<file path="config.mk">
export PLATFORM = sky130hd
export DESIGN_NAME = wb_spi_bridge_flat
export DESIGN_NICKNAME = d
export VERILOG_FILES = /design/src/rtl/wb_spi_bridge_if.sv /design/src/rtl/wb_spi_bridge.sv /design/src/flat_wrapper.sv
export SDC_FILE = /design/constraint.sdc
export NUM_CORES = 1
export LEC_CHECK = 0
export BUFFER_PORTS_ARGS = -buffer_cell sky130_fd_sc_hd__buf_2
export CORE_ASPECT_RATIO = 0.6
export CORE_MARGIN = 1
export CORE_UTILIZATION = 26
export CTS_CLUSTER_DIAMETER = 50
export DETAILED_ROUTE_END_ITERATION = 8
export PLACE_DENSITY_LB_ADDON = 0.12
export SKIP_LAST_GASP = 1
export SLEW_MARGIN = 20
export SYNTH_ARGS = -nofsm -noshare
export SYNTH_HDL_FRONTEND = slang
export SYNTH_SLANG_ARGS = --single-unit
</file>
<file path="constraint.sdc">
create_clock -name clk -period 1.84 [get_ports clk]
set_clock_uncertainty 0.05 [all_clocks]
set_input_delay 0.184 -clock clk [delete_from_list [all_inputs] [get_ports clk]]
set_output_delay 0.184 -clock clk [all_outputs]
set_load 0.01 [all_outputs]
</file>
<file path="src/rtl/wb_spi_bridge_if.sv">
`default_nettype none
// ============================================================================
// Module      : wb_spi_bridge_if
// Description : Wishbone classic bus bundle between a bus master and the
//               wb_spi_bridge slave.
// Revision    : 1.0 - initial release
// ============================================================================
interface wb_spi_bridge_if;
    logic        wb_cyc_i;
    logic        wb_stb_i;
    logic        wb_we_i;
    logic [1:0]  wb_adr_i;
    logic [31:0] wb_dat_i;
    logic [31:0] wb_dat_o;
    logic        wb_ack_o;
    logic        wb_err_o;

    modport slave (
        input  wb_cyc_i, wb_stb_i, wb_we_i, wb_adr_i, wb_dat_i,
        output wb_dat_o, wb_ack_o, wb_err_o
    );

    modport master (
        output wb_cyc_i, wb_stb_i, wb_we_i, wb_adr_i, wb_dat_i,
        input  wb_dat_o, wb_ack_o, wb_err_o
    );
endinterface
`default_nettype wire

</file>
<file path="src/rtl/wb_spi_bridge.sv">
`default_nettype none
// ============================================================================
// Module      : wb_spi_bridge
// Description : Wishbone classic slave turning bus cycles into single-cycle
//               strobes for the SPI core, with ack timeout and error report.
// Revision    : 1.0 - initial release
// ============================================================================
module wb_spi_bridge #(
    parameter int TIMEOUT = 15
) (
    input  wire               clk,
    input  wire               rst,
    wb_spi_bridge_if.slave    wb,
    output logic [10:0]       spi_din,
    output logic              spi_cmd,
    output logic              spi_wr,
    output logic              spi_rd,
    input  wire  [8:0]        spi_dout,
    input  wire               spi_ack
);

    localparam int c_CNT_W = $clog2(TIMEOUT + 1);
    localparam logic [c_CNT_W-1:0] c_CNT_LAST = c_CNT_W'(TIMEOUT - 1);

    typedef enum logic [1:0] {
        S_IDLE  = 2'd0,
        S_ISSUE = 2'd1,
        S_WAIT  = 2'd2,
        S_RESP  = 2'd3
    } state_t;

    state_t               r_state;
    logic                 r_we;
    logic                 r_abort;
    logic [c_CNT_W-1:0]   r_cnt;
    logic [8:0]           r_rdata;
    logic [10:0]          r_cfg;
    logic                 r_sticky;
    logic [10:0]          r_din;
    logic                 r_cmd;
    logic                 r_wr;
    logic                 r_rd;
    logic                 r_ack;
    logic                 r_err;
    logic [31:0]          r_dat_o;

    logic                 w_req;
    logic                 w_core;
    logic                 w_abort;
    logic [31:0]          w_status;
    logic                 w_unused;

    assign w_req    = wb.wb_cyc_i & wb.wb_stb_i;
    // Only CONFIG/TXDATA writes and RXDATA reads reach the core.
    assign w_core   = wb.wb_we_i ? (wb.wb_adr_i[1] == 1'b0) : (wb.wb_adr_i == 2'd2);
    assign w_abort  = r_abort | ~wb.wb_cyc_i;
    assign w_status = {15'b0, r_sticky, 5'b0, r_cfg};
    assign w_unused = ^{wb.wb_dat_i[31:17], wb.wb_dat_i[15:11]};

    always_ff @(posedge clk) begin
        if (rst) begin
            r_state  <= S_IDLE;
            r_we     <= 1'b0;
            r_abort  <= 1'b0;
            r_cnt    <= '0;
            r_rdata  <= '0;
            r_cfg    <= '0;
            r_sticky <= 1'b0;
            r_din    <= '0;
            r_cmd    <= 1'b0;
            r_wr     <= 1'b0;
            r_rd     <= 1'b0;
            r_ack    <= 1'b0;
            r_err    <= 1'b0;
            r_dat_o  <= '0;
        end else begin
            r_cmd   <= 1'b0;
            r_wr    <= 1'b0;
            r_rd    <= 1'b0;
            r_ack   <= 1'b0;
            r_err   <= 1'b0;
            r_dat_o <= '0;
            case (r_state)
                S_IDLE: begin
                    r_abort <= 1'b0;
                    if (w_req) begin
                        if (w_core) begin
                            r_state <= S_ISSUE;
                            r_we    <= wb.wb_we_i;
                            if (wb.wb_we_i) r_din <= wb.wb_dat_i[10:0];
                            r_cmd   <= wb.wb_we_i & (wb.wb_adr_i == 2'd0);
                            r_wr    <= wb.wb_we_i & (wb.wb_adr_i == 2'd1);
                            r_rd    <= ~wb.wb_we_i;
                        end else begin
                            r_state <= S_RESP;
                            r_ack   <= 1'b1;
                            if (wb.wb_adr_i == 2'd3) begin
                                if (!wb.wb_we_i)        r_dat_o  <= w_status;
                                else if (wb.wb_dat_i[16]) r_sticky <= 1'b0;
                            end
                        end
                    end
                end
                S_ISSUE: begin
                    // Core read data is only valid while the strobe is high.
                    if (r_rd)  r_rdata <= spi_dout;
                    if (r_cmd) r_cfg   <= r_din;
                    if (!wb.wb_cyc_i) r_abort <= 1'b1;
                    r_cnt   <= '0;
                    r_state <= S_WAIT;
                end
                S_WAIT: begin
                    if (spi_ack) begin
                        r_state <= S_RESP;
                        r_ack   <= ~w_abort;
                        if (!r_we && !w_abort) r_dat_o <= {23'b0, r_rdata};
                    end else if (r_cnt == c_CNT_LAST) begin
                        r_state  <= S_RESP;
                        r_err    <= ~w_abort;
                        r_sticky <= 1'b1;
                    end else begin
                        r_cnt <= r_cnt + 1'b1;
                    end
                end
                default: begin
                    r_state <= S_IDLE;
                end
            endcase
        end
    end

    assign spi_din     = r_din;
    assign spi_cmd     = r_cmd;
    assign spi_wr      = r_wr;
    assign spi_rd      = r_rd;
    assign wb.wb_ack_o = r_ack;
    assign wb.wb_err_o = r_err;
    assign wb.wb_dat_o = r_dat_o;

endmodule
`default_nettype wire

</file>
<file path="src/flat_wrapper.sv">
// flat-port wrapper written by rule: the top's interface ports become plain ports
module wb_spi_bridge_flat 
#(
    parameter int TIMEOUT = 15
)
  (clk, rst, spi_din, spi_cmd, spi_wr, spi_rd, spi_dout, spi_ack, wb_wb_cyc_i, wb_wb_stb_i, wb_wb_we_i, wb_wb_adr_i, wb_wb_dat_i, wb_wb_dat_o, wb_wb_ack_o, wb_wb_err_o);
  wb_spi_bridge_if wb_i ();
  input  wire clk;
  input  wire rst;
  output logic [10:0] spi_din;
  output logic spi_cmd;
  output logic spi_wr;
  output logic spi_rd;
  input  wire  [8:0] spi_dout;
  input  wire spi_ack;
  input wire logic [$bits(wb_i.wb_cyc_i)-1:0] wb_wb_cyc_i;
  input wire logic [$bits(wb_i.wb_stb_i)-1:0] wb_wb_stb_i;
  input wire logic [$bits(wb_i.wb_we_i)-1:0] wb_wb_we_i;
  input wire logic [$bits(wb_i.wb_adr_i)-1:0] wb_wb_adr_i;
  input wire logic [$bits(wb_i.wb_dat_i)-1:0] wb_wb_dat_i;
  output wire logic [$bits(wb_i.wb_dat_o)-1:0] wb_wb_dat_o;
  output wire logic [$bits(wb_i.wb_ack_o)-1:0] wb_wb_ack_o;
  output wire logic [$bits(wb_i.wb_err_o)-1:0] wb_wb_err_o;
  assign wb_i.wb_cyc_i = wb_wb_cyc_i;
  assign wb_i.wb_stb_i = wb_wb_stb_i;
  assign wb_i.wb_we_i = wb_wb_we_i;
  assign wb_i.wb_adr_i = wb_wb_adr_i;
  assign wb_i.wb_dat_i = wb_wb_dat_i;
  assign wb_wb_dat_o = wb_i.wb_dat_o;
  assign wb_wb_ack_o = wb_i.wb_ack_o;
  assign wb_wb_err_o = wb_i.wb_err_o;
  wb_spi_bridge #(.TIMEOUT(TIMEOUT)) u_core (.clk(clk), .rst(rst), .wb(wb_i), .spi_din(spi_din), .spi_cmd(spi_cmd), .spi_wr(spi_wr), .spi_rd(spi_rd), .spi_dout(spi_dout), .spi_ack(spi_ack));
endmodule
</file>
# After elaboration in Yosys (flattened, before gate mapping)
# Cells that the tools add are included.
[op_classes] addsub=1 eq_ne=16 n_mux=30 n_bitwise=13 reduce_logical=18
[op_table] operator="2-to-1 mux 32 bit" n=4
[op_table] operator="case mux 32 bit (2 select lines)" n=1
[op_table] operator="2-to-1 mux 17 bit" n=1
[op_table] operator="2-to-1 mux 1 bit" n=12
[op_table] operator="inequality test 2 bit, second input constant" n=6
[op_table] operator="2-to-1 mux 9 bit" n=1
[op_table] operator="NOT 1 bit" n=9
[op_table] operator="2-to-1 mux 2 bit" n=4
[op_table] operator="2-to-1 mux 4 bit" n=2
[op_table] operator="case mux 4 bit (2 select lines)" n=1
[op_table] operator="AND reduction 2 bit" n=4
[op_table] operator="AND reduction 8 bit" n=1
[op_table] operator="OR reduction 4 bit" n=2
[op_table] operator="== test 2 bit, second input constant" n=3
[op_table] operator="inequality test 2 x 1 -> 1 bit, second input constant" n=3
[op_table] operator="case mux 1 bit (2 select lines)" n=3
[op_table] operator="case mux 2 bit (3 select lines)" n=1
[op_table] operator="AND reduction 3 bit" n=2
[op_table] operator="nonzero test 2 bit" n=3
[op_table] operator="adder 4 x 1 -> 4 bit, second input constant" n=1
[op_table] operator="== test 2 x 1 -> 1 bit, second input constant" n=2
[op_table] operator="== test 4 bit, second input constant" n=1
[op_table] operator="logical NOT 2 bit" n=2
[op_table] operator="AND reduction 4 bit" n=1
[op_table] operator="5 further kinds" n=8
[word_totals] ff_bits=77 inputBits=49 output_inout_bits=48 word_cells=92

# Longest topological paths before layout
# Gate-level depths: netlist of run 1.
[depth] word_depth=7 depth_mapped=7 depth_no_buf=6

# Worst setup path after synthesis of run 1
# Ideal clock, no wire load.
[synth_timing] path_type="reg-to-reg" from="register u_core.r_state[0]" to="register u_core.r_state[0]" setup_ns=0.070 t_arrival_ns=1.472 required_ns=1.720 slack_ns=0.248 stages_incl_launch_ff=7 path_buffers=0 period_less_slack_ns=1.592 cell_sequence="dfxtp_1 -> inv_1 -> ha_1 -> nor2b_4 -> a21o_1 -> or3_1 -> a21oi_1"
[synth_via] elab_chain_cells=3 elab_cells_between_ends=7 cone_classes="4 x eq/ne; 1 x mux; 2 x reduce/logical"
[synth_rtl] element="start, declared" line="wb_spi_bridge.sv:32" rtl="state_t r_state;"
[synth_rtl] element="start signal, assigned" line="wb_spi_bridge.sv:62" rtl="r_state <= S_IDLE;"
[synth_rtl] element="start signal, assigned" line="wb_spi_bridge.sv:88" rtl="r_state <= S_ISSUE;"
[synth_rtl] element="start signal, assigned" line="wb_spi_bridge.sv:95" rtl="r_state <= S_RESP;"
[synth_rtl] element="== test 2 bit or logical NOT 2 bit (tied branches)" line="wb_spi_bridge.sv:83" rtl="case (r_state)"
[synth_rtl] element="inequality test 3 x 2 -> 1 bit (no line) or inequality test 2 x 1 -> 1 bit (tied branches)"
[synth_rtl] element="AND reduction 2 bit (no line)"
# Several ways; a longest one is shown, not always the timed one.
# A chain may end at the register's enable or synchronous reset.

# Worst setup path after layout of run 1
[layout_timing] from="register u_core.r_state[1]" to="register u_core.r_state[0]"
# The elaborated chain is that of the path after synthesis.

==> results of run 1 <==
==> power by group <==
group | switching (mW) | internal, mW
Combinational | 0.436 | 0.256
Sequential | 0.0411 | 1.28
Clock | 0.539 | 1.03
==> placed cells by master (no fill, tap or decap), types with 2 or more instances in the layout <==
| cell type | netlist | final |
|---|---|---|
| clkinv_2 | 0 | 3 |
| nor3_1 | 6 | 6 |
| and2_1 | 4 | 4 |
| or3_1 | 2 | 2 |
| buf_2 | 4 | 56 |
| dfxtp_1 | 57 | 56 |
| nand2_1 | 49 | 48 |
| buf_4 | 20 | 10 |
| buf_12 | 0 | 2 |
| inv_1 | 6 | 6 |
| nand2b_1 | 3 | 3 |
| nor2_1 | 13 | 13 |
| ha_1 | 6 | 5 |
| a22oi_1 | 9 | 9 |
| clkbuf_16 | 0 | 9 |
| nand4b_1 | 2 | 2 |
| clkbuf_1 | 7 | 2 |
| a21oi_1 | 38 | 38 |
| nor3b_1 | 2 | 2 |
| nand3_1 | 26 | 26 |
| conb_1 | 1 | 20 |
| o21ai_0 | 2 | 2 |
==> stage by stage <==
stage	power [mW]	area (sq um)	cells	hold slack [ns]	util, %
floorplan	1.81	2440	299	0.213	-
global placement	2.01	2770	445	0.380	32.0
detailed placement	2.01	2770	445	0.391	32.0
CTS	3.60	3040	460	0.0507	35.2
global route	3.77	3060	460	0.0734	35.4
finish	3.59	3060	460	0.0540	35.4
==> state kept, by name (all words and copies together), names as in the netlist, 2 cells and up <==
name	count
u_core.r_cfg	11
u_core.wb.wb_dat_o	12
u_core.spi_din	11
u_core.r_rdata	9
u_core.r_cnt	4
u_core.r_state	2
==> logic make-up after synthesis <==
| logic type | after synthesis | synth area share (%) |
|---|---|---|
| buffers and inverters | 40 | 9.73 |
| XOR/XNOR | 2 | 0.740 |
| adder cells (fa/ha/maj) | 6 | 3.17 |
| flip-flops | 57 | 48.2 |
| AO/OA/AOI/OAI | 57 | 13.8 |
| other | 1 | 0.158 |
| AND/OR/NAND/NOR | 117 | 24.2 |
==> critical path, cell delays in order, from the launching register on <==
cell	delay, ns
dfxtp_1	0.38
inv_1	0.08
ha_2	0.22
a21boi_1	0.16
a21o_1	0.21
or3_1	0.35
a21oi_1	0.14
==> per-layer routing <==
layer	track usage (%)	routed length [um]	vias to the layer above
met2	17.4	2190	71
met3	5.55	527	2
met4	4.88	22	0
met5	0	0	-
li1	-	-	1046
met1	22.4	3680	882
==> final timing paths <==
check / from / end / slack, ns / cells after the start
hold reg to reg: u_core.r_rdata[3] / u_core.r_rdata[3] / 0.40 / 2
setup reg to reg: u_core.r_state[1] / u_core.r_state[0] / 0.18 / 6
hold / removal: wb_wb_adr_i[0] / u_core.spi_cmd / 0.05 / 2
setup / recovery: u_core.r_state[1] / u_core.r_state[0] / 0.18 / 6
==> final cells by class <==
class | instances | share of cell area, %
tap | 112 | 4.58
clock inverter | 4 | 1.47
timing repair buffer | 68 | 12.9
multi-input combinational | 202 | 35.4
inverter | 6 | 0.736
sequential | 57 | 37.3
clock buffer | 11 | 7.60
==> what timing repair did <==
item / in CTS / in global routing
setup endpoints to repair: 0 / 11
resized for setup: 0 / 5
hold endpoints to repair: 0 / 0
==> reports/qor.yml, run 1 <==
peakVddDrop_v: 0.000426
initial_core_util_pct: 27.3
synthFlopType: "dfxtp_1"
multi_input_area_sq_mm: 0.00108
synth_edf_count: 0
wl_per_cell_um: 14.0
clock_latency_ns: 0.32
failed_checks: "DRC"
portBuffers: 56
diodes: 0
synthTopCellsByArea: "dfxtp_1 48%, a21oi_1 8.0%, nand2_1 7.8%"
gp_congestion: 0.736
seq_area_sq_mm: 0.00114
drive_gt1_share_pct: 26.1
yosysTopAreaCell: "dfxtp_1"
fillers: 916
netlist.area_leader.share_pct: 48.2
routed_wl_um: 6420
grt_max_degree: 33
yosysSeqAreaShare_pct: 48.2
syn_inst: 280
maxSlewViolCount: 0
grt_pass1_wl_um: 10100
cp_data_arrival_time_ns: 1.85
cp_max_fo: 7
drc_errors: 20
worst_ep_required_time_ns: 2.04
status: "complete, but fails checks"
crit_type: "reg2reg"
cts_tree: "done"
drt-initial-drc-count: 169
power.leakage_nw: 1.26
start_kind: "flop"
crit_path_end_kind: "flop"
finalSetupViolations: 0
clock-sinks: 57
fmaxAchievable_mhz: 604
hold_violations: 0
io_pins: 97
clockRootBuffer: "clkbuf_16"
fin_ws_ns: 0.183
async_flop_share_pct: 0
htree_levels: 3
viasPerCell: 4.35
std_cell_rows: 26
cts_buffers: 9
fin_crit_sh_pct: 90.0
fp.dieW_um: 125
tns_ns: 0
hp-class: "in2reg"
place_ws_ns: 0.0706
ctsHoldBuffers: 0
syn2layout_area_growth_pct: 29.3
syn_area_per_cell_sq_um: 8.45
die_area_sq_mm: 0.00950
grt_pass1_vias: 1846
via_count: 2001
ys_types: 40
dp_hpwl_um: 4670
grt_overflow: 0
cts_max_path_buffers: 2
synth.most_common_cell: "dfxtp_1"
power.density_mw_per_mm2: 1170
fp.dieH_um: 75.9
postCtsSetupBuffers: 0
dr.pass1.iters: 6
clk_pin_slew_worst_paths_ns: 0.05
netlist_top_cells_count: "57 x dfxtp_1, 49 x nand2_1, 38 x a21oi_1"
maxCapViolations: 0
synth_warnings: 0
antenna_left: 0
ys_seq_elements: 57
core_sq_mm: 0.00865
rsz0062_at_grt: "no"
antenna_found_initial: 0
nets: 399
syn_area_sq_mm: 0.00237
final.min_clock_period_ns: 1.66
track_usage_pct: 14.6
No activity file was read; power rests on OpenSTA's default activity.
==> run 2, diff against run 1 <==
--- a/config.mk
+++ b/config.mk
@@ -6,6 +6,8 @@
 export NUM_CORES = 1
 export LEC_CHECK = 0
 export BUFFER_PORTS_ARGS = -buffer_cell sky130_fd_sc_hd__buf_2
+export CELL_PAD_IN_SITES_DETAIL_PLACEMENT = 2
+export CELL_PAD_IN_SITES_GLOBAL_PLACEMENT = 2
 export CORE_ASPECT_RATIO = 0.6
 export CORE_MARGIN = 1
 export CORE_UTILIZATION = 26
==> run 2 against run 1 <==
Net effect:
- the flow now finishes without violations
- maximum frequency down 2.4%
- setup slack lost 0.041 ns
- sequential power is essentially flat
- core utilization down 0.13 points
- combinational power increased by 6.4%
- worst hold slack got worse by 0.0034 ns
- clock power grew 9%
- die area unchanged
- global-route usage rose by 2.5 points
- via count rose by 3.5%
- non-clock buffer count decreased by 4
- design area down 0.37%
- critical endpoint unchanged
==> reports/qor.yml, run 2 (synthesis gave the netlist of run 1 again) <==
status: "finished, final reports clean"
diodes: 0  # unchanged
via_count: 2072  # +3.5%
dp_cells: 441  # -0.90%
ctsHoldBuffers: 0  # unchanged
dp_hpwl_um: 5230  # +12%
htree_levels: 3  # unchanged
power.share.sequential_pct: 35.0  # -2.0 points
initial_core_util_pct: 27.3  # unchanged
grt_max_degree: 31  # -6.1%
antenna_left: 0  # unchanged
syn2layout_area_growth_pct: 28.9
cts_max_path_buffers: 2  # unchanged
worst_ep_required_time_ns: 2.05  # about the same
finalSetupViolations: 0  # unchanged
drc_errors: 0  # -100%
crit_chain: "inv_1 > ha_2 > a21boi_1 > a21o_1 > or3_1 > a21oi_1"
gp_congestion: 0.704  # -4.4%
grt_pass1_wl_um: 12000  # +18%
final_cell_mix: "57 x dfxtp_1, 56 x buf_2, 48 x nand2_1, 38 x a21oi_1, 25 x nand3_1"
cts_buffers: 9  # unchanged
grt_pass1_vias: 2221  # +20%
cp_max_fo: 7  # unchanged
peakVddDrop_v: 0.000463  # +8.8%
maxSlewViolCount: 0  # unchanged
dr.pass1.iters: 8  # +2
rsz0062_at_grt: "no"
clock-sinks: 57  # unchanged
hp-class: "in2reg"
viasPerCell: 4.53  # +4.2%
power.density_mw_per_mm2: 1240  # +5.4%
fmaxAchievable_mhz: 589  # -2.4%
crit_type: "reg2reg"
portBuffers: 56  # unchanged
final_cells: 457  # -0.65%
crit_path_end_kind: "flop"
final_common_cell: "dfxtp_1"
post_dp_cell_area_sq_mm: 0.00272  # -1.5%
p_sw_mw: 1.06  # +4.4%
maxCapViolations: 0  # unchanged
fp.dieH_um: 75.9  # unchanged
io_pins: 97  # unchanged
nets: 395  # -1.0%
clk_pin_slew_worst_paths_ns: 0.05  # about the same
drt-initial-drc-count: 100  # -41%
postCtsSetupBuffers: 0  # unchanged
final_area_sq_mm: 0.00305  # -0.37%
clockRootBuffer: "clkbuf_16"
final.min_clock_period_ns: 1.70  # +0.0406 ns
max_stage_delay_ns: 0.38  # about the same
power.leakage_nw: 1.25  # -0.54%
slowest_stage: "dfxtp_1"
die_area_sq_mm: 0.00950  # unchanged
std_cell_rows: 26  # unchanged
antenna_found_initial: 0  # unchanged
cp_data_arrival_time_ns: 1.91  # +0.06 ns
clockPowerShare_pct: 45.5  # +1.7 points
start_kind: "flop"
grt_overflow: 0  # unchanged
fillers: 974  # +6.3%
wl_per_cell_um: 16.2  # +16%
fin_crit_sh_pct: 92.2  # +2.2 points
track_usage_pct: 17.0  # +2.5 points
p_sw_share_pct: 28.1  # -0.16 points
p_int_mw: 2.71  # +5.2%
comb_power_share_pct: 19.5  # +0.2 points
critPathBufInv: 1  # unchanged
clock_latency_ns: 0.33  # about the same
largest_reg_flops: 12  # unchanged
finalPower_mw: 3.77  # +5.0%
drive_gt1_share_pct: 25.5  # -0.64 points
core_sq_mm: 0.00865  # unchanged
fp.dieW_um: 125  # unchanged
cp_top_family: "compound AO/OA/AOI/OAI gates"
cts_tree: "done"
hold_violations: 0  # unchanged
routed_wl_um: 7400  # +15%
-- run 2: cell types whose count changed in the layout (fill, tap and decap cells not counted), sizes merged --
cell and change:
clkinv -2, buf -4, clkbuf +3
-- run 2: layout make-up --
| cell class | count | area, sq um | area share (%) |
|---|---|---|---|
| clock buffers | 14 | 274 | 8.99 |
| clock inverters | 2 | 35.0 | 1.15 |
| inverters | 6 | 22.5 | 0.739 |
| multi-input cells | 202 | 1080 | 35.5 |
| flip-flops and latches | 57 | 1140 | 37.4 |
| well taps | 112 | 140 | 4.60 |
| repair buffers | 64 | 353 | 11.6 |
-- run 2: power by group through the flow --
stage / combinational [mW] / sequential (mW) / clock (mW)
6_report: 0.736 / 1.32 / 1.71
5_1_grt: 0.827 / 1.32 / 1.81
4_1_cts: 0.721 / 1.32 / 1.76
3_5_place_dp: 0.711 / 1.34 / 0
3_3_place_gp: 0.687 / 1.34 / 0
2_1_floorplan: 0.471 / 1.34 / 0
-- run 2: worst reg2reg max path, cell delays in order (launching register included) --
cell and delay (ns):
dfxtp_1 0.38, inv_1 0.08, ha_2 0.22, a21boi_1 0.17, a21o_1 0.22, or3_1 0.36
a21oi_1 0.14
-- run 2: worst paths after layout --
| check | start | end | slack (ns) | cells past startpoint |
|---|---|---|---|---|
| hold reg to reg | u_core.r_cfg[9] | u_core.r_cfg[9] | 0.40 | 2 |
| setup reg to reg | u_core.r_state[1] | u_core.r_state[0] | 0.14 | 6 |
| setup / recovery | u_core.r_state[1] | u_core.r_state[0] | 0.14 | 6 |
| hold / removal | wb_wb_adr_i[0] | u_core.spi_cmd | 0.05 | 2 |
-- run 2: per-layer routing --
metal | track usage (%) | wire, um | part of all wire, % | vias to the layer above
met4 | 4.88 | 48 | 0.65 | 0
met2 | 26.3 | 2990 | 40 | 63
li1 | - | - | - | 1031
met3 | 5.34 | 384 | 5.2 | 6
met5 | 0 | 0 | 0 | -
met1 | 23.1 | 3980 | 54 | 972
-- run 2: timing repair --
item / CTS / global route
gates resized for setup: 1 / 4
endpoints found under the setup margin: 4 / 13
gates cloned: 0 / 0
-- run 2: metrics by stage --
step	utilization, %	setup TNS [ns]	hold WS, ns	setup WS (ns)
after floorplan	-	0	0.213	0.248
after global placement	31.5	0	0.375	0.0670
after detailed placement	31.5	-0.0227	0.387	-0.0227
after CTS	35.1	0	0.0426	0.0362
after global routing	35.2	0	0.0565	0.00106
final	35.2	0	0.0505	0.143
==> run 3, diff against run 2 <==
--- a/config.mk
+++ b/config.mk
@@ -14,6 +14,7 @@
 export CTS_CLUSTER_DIAMETER = 50
 export DETAILED_ROUTE_END_ITERATION = 8
 export PLACE_DENSITY_LB_ADDON = 0.12
+export SETUP_SLACK_MARGIN = 0.4
 export SKIP_LAST_GASP = 1
 export SLEW_MARGIN = 20
 export SYNTH_ARGS = -nofsm -noshare
==> constraint.sdc (replaced) <==
create_clock -name clk -period 1.9 [get_ports clk]
set_clock_uncertainty 0.05 [all_clocks]
set_input_delay 0.19 -clock clk [delete_from_list [all_inputs] [get_ports clk]]
set_output_delay 0.19 -clock clk [all_outputs]
set_load 0.01 [all_outputs]
==> run 3 against run 2 <==
Net effect:
- sequential cell count unchanged
- clock-buffer cell count decreased by 2
- clock power decreased by 5%
- design area increased by 4.9%
- global-route usage increased by 0.14 points
==> reports/qor.yml, run 3 (synthesis gave the netlist of run 1 again) <==
syn2layout_area_growth_pct: 35.2
cp_max_fo: 6  # -1
fillers: 973  # -0.10%
fmaxAchievable_mhz: 641  # +8.9%
drive_gt1_share_pct: 33.0  # +7.4 points
maxSlewViolCount: 0  # unchanged
finalPower_mw: 3.83  # +1.7%
nets: 400  # +1.3%
fp.dieW_um: 125  # unchanged
viasPerCell: 4.62  # +1.9%
drc_errors: 0  # unchanged
dr.pass1.iters: 6  # -2
power.density_mw_per_mm2: 1200  # -3.0%
core_sq_mm: 0.00865  # unchanged
fp.dieH_um: 75.9  # unchanged
grt_pass1_wl_um: 11800  # -1.0%
rsz0062_at_grt: "yes"
grt_max_degree: 31  # unchanged
power.leakage_nw: 1.30  # +4.1%
final_cell_mix: "56 x buf_2, 53 x dfxtp_1, 47 x nand2_1, 35 x a21oi_1, 24 x nand3_1"
clk_pin_slew_worst_paths_ns: 0.05  # about the same
antenna_found_initial: 0  # unchanged
antenna_left: 0  # unchanged
grt_pass1_vias: 2140  # -3.6%
htree_levels: 3  # unchanged
crit_chain: "inv_4 > ha_4 > a21boi_4 > a21o_1 > or3_1 > a21oi_2"
clock_latency_ns: 0.33  # about the same
clockRootBuffer: "clkbuf_16"
peakVddDrop_v: 0.000426  # -7.9%
crit_type: "reg2reg"
critPathBufInv: 1  # unchanged
cts_tree: "done"
maxCapViolations: 0  # unchanged
cts_max_path_buffers: 2  # unchanged
finalSetupViolations: 0  # unchanged
holdPathStages: 2  # unchanged
final.min_clock_period_ns: 1.56  # -0.138 ns
dp_hpwl_um: 5350  # +2.4%
crit_path_end_kind: "flop"
worst_ep_required_time_ns: 2.11  # +0.06 ns
status: "finished, final reports clean"
post_dp_cell_area_sq_mm: 0.00273  # +0.18%
wl_per_cell_um: 16.2  # +0.30%
cp_data_arrival_time_ns: 1.77  # -0.14 ns
max_stage_delay_ns: 0.38  # about the same
routed_wl_um: 7480  # +1.2%
clock-sinks: 57  # unchanged
initial_core_util_pct: 27.3  # unchanged
start_kind: "flop"
final_common_cell: "buf_2"
tns_ns: 0  # unchanged
hp-class: "in2reg"
final_area_sq_mm: 0.00320  # +4.9%
diodes: 0  # unchanged
track_usage_pct: 17.2  # +0.14 points
reg2reg_depth: 6  # unchanged
path_depth: 6  # unchanged
std_cell_rows: 26  # unchanged
portBuffers: 56  # unchanged
slowest_stage: "dfxtp_4"
fin_crit_sh_pct: 82.1  # -10 points
die_area_sq_mm: 0.00950  # unchanged
cp_top_family: "compound AO/OA/AOI/OAI gates"
via_count: 2130  # +2.8%
largest_reg_flops: 12  # unchanged
drt-initial-drc-count: 103  # +3.0%
gp_congestion: 0.718  # +1.9%
io_pins: 97  # unchanged
hold_violations: 0  # unchanged
grt_overflow: 0  # unchanged
cts_buffers: 9  # unchanged
run 3: where the power goes:
group | internal (mW) | leakage, nW | switching (mW)
combinational | 0.395 | 0.689 | 0.504
sequential | 1.26 | 0.462 | 0.0592
clock | 1.07 | 0.148 | 0.543
run 3: area by class of cell:
type | count | area, sq um | area share [%]
clock inverters | 3 | 40.0 | 1.25
inverters | 6 | 27.5 | 0.861
well taps | 112 | 140 | 4.38
multi-input cells | 202 | 1190 | 37.3
clock buffers | 12 | 256 | 8.02
repair buffers | 69 | 389 | 12.2
flip-flops and latches | 57 | 1150 | 36.0
run 3: layer usage:
layer	vias up	track usage [%]	routed length (um)
li1	1041	-	-
met1	1014	23.9	4020
met2	65	24.1	2990
met3	10	5.97	369
met4	0	7.18	106
met5	-	0	0
run 3: path summary, 6_finish.rpt:
check               startpoint           endpoint  slack [ns]
max          u_core.r_state[1]  u_core.r_state[0]        0.34
min             wb_wb_adr_i[0]     u_core.spi_cmd        0.07
max reg2reg  u_core.r_state[1]  u_core.r_state[0]        0.34
min reg2reg    u_core.r_cfg[9]    u_core.r_cfg[9]        0.40
run 3: stage by stage:
stage / hold WS (ns) / util [%] / cells / worst slack [ns]
6_report: 0.0673 / 37.0 / 461 / 0.341
5_1_grt: 0.0812 / 37.0 / 461 / 0.282
4_1_cts: 0.0556 / 36.2 / 460 / 0.321
3_5_place_dp: 0.401 / 31.5 / 441 / 0.205
3_3_place_gp: 0.385 / 31.5 / 441 / 0.279
2_1_floorplan: 0.219 / - / 299 / 0.409
run 3: what timing repair did:
| item | CTS | global route |
|---|---|---|
| endpoints found under the setup margin | 44 | 47 |
| hold buffers | 0 | 0 |
| pin swaps | 5 | 2 |
| gates resized for setup | 21 | 13 |
| endpoints found under the hold margin | 0 | 0 |
| buffers inserted | 4 | 1 |
run 3: worst reg2reg max path, stage by stage, from the launching register on:
cell,delay (ns)
dfxtp_4,0.38
inv_4,0.05
ha_4,0.17
a21boi_4,0.15
a21o_1,0.19
or3_1,0.37
a21oi_2,0.13
